--- src/rtl/mult_unit.sv ---
// mult_unit: multi-cycle shift-and-add multiplier for MULT/MULTU with
// architectural HI/LO registers and MTHI/MTLO write ports.
// One add-and-shift per cycle for WIDTH cycles, then one sign-fix cycle.
module mult_unit #(
  parameter int WIDTH = 32
) (
  input  logic             clk,
  input  logic             rst_n,
  input  logic             start,
  input  logic             is_signed,
  input  logic [WIDTH-1:0] A,
  input  logic [WIDTH-1:0] B,
  input  logic             mthi,
  input  logic             mtlo,
  input  logic [WIDTH-1:0] wdata,
  output logic             busy,
  output logic             done,
  output logic [WIDTH-1:0] HI,
  output logic [WIDTH-1:0] LO
);

  localparam int CW = (WIDTH > 1) ? $clog2(WIDTH) : 1;
  localparam logic [CW-1:0] LAST_ITER = CW'(WIDTH - 1);

  typedef enum logic [1:0] {
    S_IDLE = 2'd0,
    S_MUL  = 2'd1,
    S_FIX  = 2'd2
  } state_t;

  state_t            state_q;
  logic [CW-1:0]     cnt_q;
  logic [WIDTH:0]    acc_hi_q;   // upper half plus carry bit
  logic [WIDTH-1:0]  acc_lo_q;   // lower half, initially the multiplier
  logic [WIDTH-1:0]  mcand_q;    // multiplicand magnitude
  logic              neg_q;
  logic              busy_q;
  logic              done_q;
  logic [WIDTH-1:0]  hi_q;
  logic [WIDTH-1:0]  lo_q;

  logic [WIDTH-1:0]   mag_a_d;
  logic [WIDTH-1:0]   mag_b_d;
  logic [WIDTH:0]     sum_d;
  logic [2*WIDTH-1:0] prod_d;
  logic [2*WIDTH-1:0] result_d;

  // Operand magnitudes, one add step of the accumulator, and the sign-fixed product.
  // Negating 0x80..0 yields 0x80..0, which is the correct unsigned magnitude.
  always_comb begin
    mag_a_d  = (is_signed && A[WIDTH-1]) ? (~A + 1'b1) : A;
    mag_b_d  = (is_signed && B[WIDTH-1]) ? (~B + 1'b1) : B;
    sum_d    = acc_hi_q + (acc_lo_q[0] ? {1'b0, mcand_q} : {(WIDTH+1){1'b0}});
    prod_d   = {acc_hi_q[WIDTH-1:0], acc_lo_q};
    result_d = neg_q ? (~prod_d + 1'b1) : prod_d;
  end

  // Control FSM and datapath registers; all outputs come straight from flops.
  always_ff @(posedge clk or negedge rst_n) begin
    if (!rst_n) begin
      state_q  <= S_IDLE;
      cnt_q    <= '0;
      acc_hi_q <= '0;
      acc_lo_q <= '0;
      mcand_q  <= '0;
      neg_q    <= 1'b0;
      busy_q   <= 1'b0;
      done_q   <= 1'b0;
      hi_q     <= '0;
      lo_q     <= '0;
    end else begin
      done_q <= 1'b0;
      case (state_q)
        S_IDLE: begin
          if (start) begin
            // start takes priority; any coincident MTHI/MTLO is dropped
            state_q  <= S_MUL;
            busy_q   <= 1'b1;
            cnt_q    <= '0;
            acc_hi_q <= '0;
            acc_lo_q <= mag_b_d;
            mcand_q  <= mag_a_d;
            neg_q    <= is_signed & (A[WIDTH-1] ^ B[WIDTH-1]);
          end else begin
            if (mthi) hi_q <= wdata;
            if (mtlo) lo_q <= wdata;
          end
        end
        S_MUL: begin
          acc_hi_q <= {1'b0, sum_d[WIDTH:1]};
          acc_lo_q <= {sum_d[0], acc_lo_q[WIDTH-1:1]};
          cnt_q    <= cnt_q + CW'(1);
          if (cnt_q == LAST_ITER) begin
            state_q <= S_FIX;
          end
        end
        S_FIX: begin
          hi_q    <= result_d[2*WIDTH-1:WIDTH];
          lo_q    <= result_d[WIDTH-1:0];
          done_q  <= 1'b1;
          busy_q  <= 1'b0;
          state_q <= S_IDLE;
        end
        default: begin
          state_q <= S_IDLE;
          busy_q  <= 1'b0;
        end
      endcase
    end
  end

  assign busy = busy_q;
  assign done = done_q;
  assign HI   = hi_q;
  assign LO   = lo_q;

endmodule
--- config.mk ---
export PLATFORM = sky130hd
export DESIGN_NAME = mult_unit
export DESIGN_NICKNAME = d
export VERILOG_FILES = /design/src/rtl/mult_unit.sv
export SDC_FILE = /design/constraint.sdc
export NUM_CORES = 1
export LEC_CHECK = 0
export ABC_CLOCK_PERIOD_IN_PS = 3000
export CAP_MARGIN = 25
export CORE_MARGIN = 2
export CORE_UTILIZATION = 50
export DETAILED_ROUTE_END_ITERATION = 10
export HOLD_SLACK_MARGIN = 0.12
export PLACE_DENSITY = 0.77
export SLEW_MARGIN = 40
export SYNTH_ARGS = -nofsm -noshare
export SYNTH_HDL_FRONTEND = slang
export SYNTH_SLANG_ARGS = --single-unit
--- constraint.sdc ---
create_clock -name clk -period 3 [get_ports clk]
set_clock_uncertainty 0.2 [all_clocks]
set_input_delay 0.45 -clock clk [delete_from_list [all_inputs] [get_ports clk]]
set_output_delay 0.45 -clock clk [all_outputs]
set_load 0.02 [all_outputs]
==> results.txt <==
* Status: complete, but fails checks
- Violated checks: setup timing
* Die X-Extent: 154.8 um
* Number of synthesized register bits: 170
- The filler cells instantiated in the layout total 1583.
- Setup repair after global routing could not meet its margin everywhere.
* Syn Inst Count: 1309
- The worst hold path belongs to the class reg2reg.
- Number of max-cap violations: 0
- Clock Latency Late Sink: 450 ps
* Root buffer selected by CTS: clkbuf_16
* Most area-hungry cell type in the Yosys netlist: dfrtp_1
- Global routing used 29.61% of the available tracks.
- Warnings from Yosys: 0
* Maximum buffer depth of the clock tree: 2
* Critical Path End Type: flip-flop
- The floorplan step set the die height to 154.8 um.
- For this run, design rule violations remaining after detail routing come to 0.
- Unique cell type count in the Yosys netlist: 65
* Number of flops mapped to enable cells by yosys: 0
- 168 I/O pins were placed.
- Starting Density: 50.55%
- Register area: 4257 um^2
* Net total in the final layout: 1734
* Max-slew headroom at the worst pin: 46.77%
- Design Area, Final: 15840 um^2
- Mean routed wirelength per cell: 19.86 um
- Deepest level of the CTS H-tree: 4
- Detailed placement finished with a half-perimeter wire length of 25880 um.
* Final RePlAce weighted congestion: 0.9298
- The number of global-route vias before repair is 10690.
- TritonCTS clock tree: done
- The initialized floorplan defines 55 standard-cell rows.
- Total negative slack for setup checks: -1219 ps
* Peak supply drop: 0.4709 mV
* Setup Crit Path Kind: reg2reg
* DRT Wirelength: 37570 um
* Mapped cell area: 11380 um^2
- Once layout is complete, the cells apart from fillers number 1892.
- At the pin with the least slew margin, the transition time is 798.5 ps.
* Area share of the largest cell type after synthesis: 37.40%
* Portion of the post-synthesis area used by sequential elements: 37.40%
- The first global-routing pass estimated 56240 um of wire.
- The number of antenna diodes in the final layout is 0.
* Post-detailed-route count of antenna-violating nets: 0
- Summing all placed instances gives a cell area of 14360 um^2.
- In this run the standard cell core region covers 22500 um^2.
- STA classifies the critical path startpoint as a flip-flop.
- Power consumption: 16.65 mW
- Data on the critical path is required at its endpoint by 3130 ps.
- The area growth from synthesis to layout is 39.24%.
- Count of port buffers added during placement: 167
- Number of antenna violations at the first check in global routing: 0
* Max Transition Viols Final: 0
- In the synthesized netlist the dominant register cell turns out to be dfrtp_1.
* Average via count per standard cell: 6.071
* Number of vias in the routed layout: 11490
- Static timing analysis puts the maximum clock frequency at 311.4 MHz.
- Worst-case setup slack after placement: -372.3 ps
* Cts bufs inserted: 17
* Tightest hold margin: 282.7 ps
- The total overflow left after global routing is 0.
- In this run, the number of DRC markers left after iteration 0 of detailed routing was 1006.
- Crit path arrival time: 3340 ps
- Setup-failing EPs final: 17
- Final worst path period need: 3211 ps
- Areal power density over the cells: 1051 nW/um^2
* Utilization after layout: 70.39%
- The top cell types in the final layout, fill and taps aside, are 168 x dfrtp_1, 167 x o21ai_0, 166 x clkdlybuf4s50_1, 151 x buf_4, 147 x nand2_1.
- The number of nets handed over by synthesis was 1449.
* Area of combinational cells with multiple inputs: 7438 um^2
- Fin worst setup slack: -211.0 ps
* Share of synthesized registers carrying an async set or reset: 100.0%
* Maximum fanout along the worst path: 11
- The first TritonRoute pass finished after 6 iterations.
- Placed instance count: 1838
- The die covers 23970 um^2.
- Avg Inst Size Synth: 8.691 um^2
- Leaving out fill and tap cells, the most frequent cell in the layout is dfrtp_1.
* Fraction of final layout cells with drive strength greater than 1: 20.04%
- Static leakage: 6.379 nW
* TritonCTS Sinks: 170
- Area contributors post-synth: dfrtp_1 37%, o21ai_0 8.3%, xnor2_1 7.2%
- Maximum number of pins on one net before global-route repair: 68
- Worst-path clk slew: 70 ps
- Dividing the final minimum period by the clock period gives 107.0%.
- The final hold violation count came to 0.
[registers in the layout (all words and copies together) (netlist names)]
signal and count:
acc_lo_q 32, LO 32, busy 1, neg_q 1, mcand_q 32, acc_hi_q 32
done 1, cnt_q 5, HI 32, state_q 2
[cells by family (layout without fill, tap and decap cells)]
group                      Yosys count  after routing  synth area share, %
adders and majority gates           38             38                4.245
xor gates and xnor gates           144            144                11.09
DFF                                170            170                37.40
AOI/OAI and AO/OA                  407            407                21.83
and+or+nand+nor                    406            406                17.98
buffers and inverters               96            394                3.234
muxes                               48             48                4.223
[cells in the mapped netlist (5+ instances only)]
master	count
and3_1	7
o41ai_1	8
nor2b_1	22
a31oi_1	10
xnor2_1	93
nor3_1	11
a22oi_1	29
xor2_1	51
clkbuf_1	57
o31ai_1	28
nor2_1	52
a21o_1	16
mux2i_1	48
a211oi_1	24
nand2b_1	13
dfrtp_1	170
nand3_1	40
nand4_1	5
or3_1	18
or4_1	14
o21ai_0	189
buf_1	12
a21oi_1	67
o211ai_1	5
nor4_1	9
inv_1	26
and2_1	41
nand2_1	152
ha_1	37
[repair_timing]
action                                  in CTS  in global routing
endpoints found under the setup margin      33                 60
gates resized for setup                     76                 78
cloned                                       1                  0
hold buffers                                 1                  0
pin swaps                                   31                 51
buffers inserted                             8                 13
endpoints found under the hold margin       58                  0
[path summary, 6_finish.rpt]
check / from / cells after the start / endpoint / slack (ps)
hold / removal: mcand_q[29] / 2 / mcand_q[29] / 280
max in group asynchronous: rst_n / 3 / acc_lo_q[18] / 1510
min in group asynchronous: rst_n / 2 / HI[18] / 330
hold reg to reg: mcand_q[29] / 2 / mcand_q[29] / 280
setup reg to reg: acc_lo_q[0] / 13 / acc_hi_q[28] / -210
setup / recovery: acc_lo_q[0] / 13 / acc_hi_q[28] / -210
[area by class of cell]
cell class / count / share of cell area (%)
Clock buffer: 17 / 2.686
Timing Repair Buffer: 336 / 19.51
Sequential cell: 170 / 26.87
Tap cell: 285 / 2.251
Clock inverter: 15 / 1.074
Multi-Input combinational cell: 1043 / 46.96
Inverter: 26 / 0.6477
[per-layer routing]
| layer | routed length, um | track usage (%) | vias to the layer above |
|---|---|---|---|
| met1 | 15780 | 41.29 | 5480 |
| met5 | 0 | 0 | - |
| met2 | 17500 | 48.43 | 606 |
| met3 | 2893 | 3.194 | 99 |
| met4 | 1397 | 10.01 | 0 |
| li1 | - | - | 5301 |
[report_power, final]
part	leakage, nW	switching (mW)	internal, mW
registers	2.06	1.09	3.44
clock network	0.288	1.09	1.12
logic	4.04	5.26	4.65
total	6.38	7.44	9.21
[critical path: stages, from the launching register on]
cell,delay (ps)
dfrtp_2,450
buf_4,150
buf_6,100
buf_6,130
and2_1,170
ha_4,230
o21ai_0,240
nand2b_1,180
o2111ai_4,150
a211oi_2,130
o21ai_2,230
a211oi_2,110
or3_1,370
a32o_1,260
No activity file was read; power rests on OpenSTA's default activity.
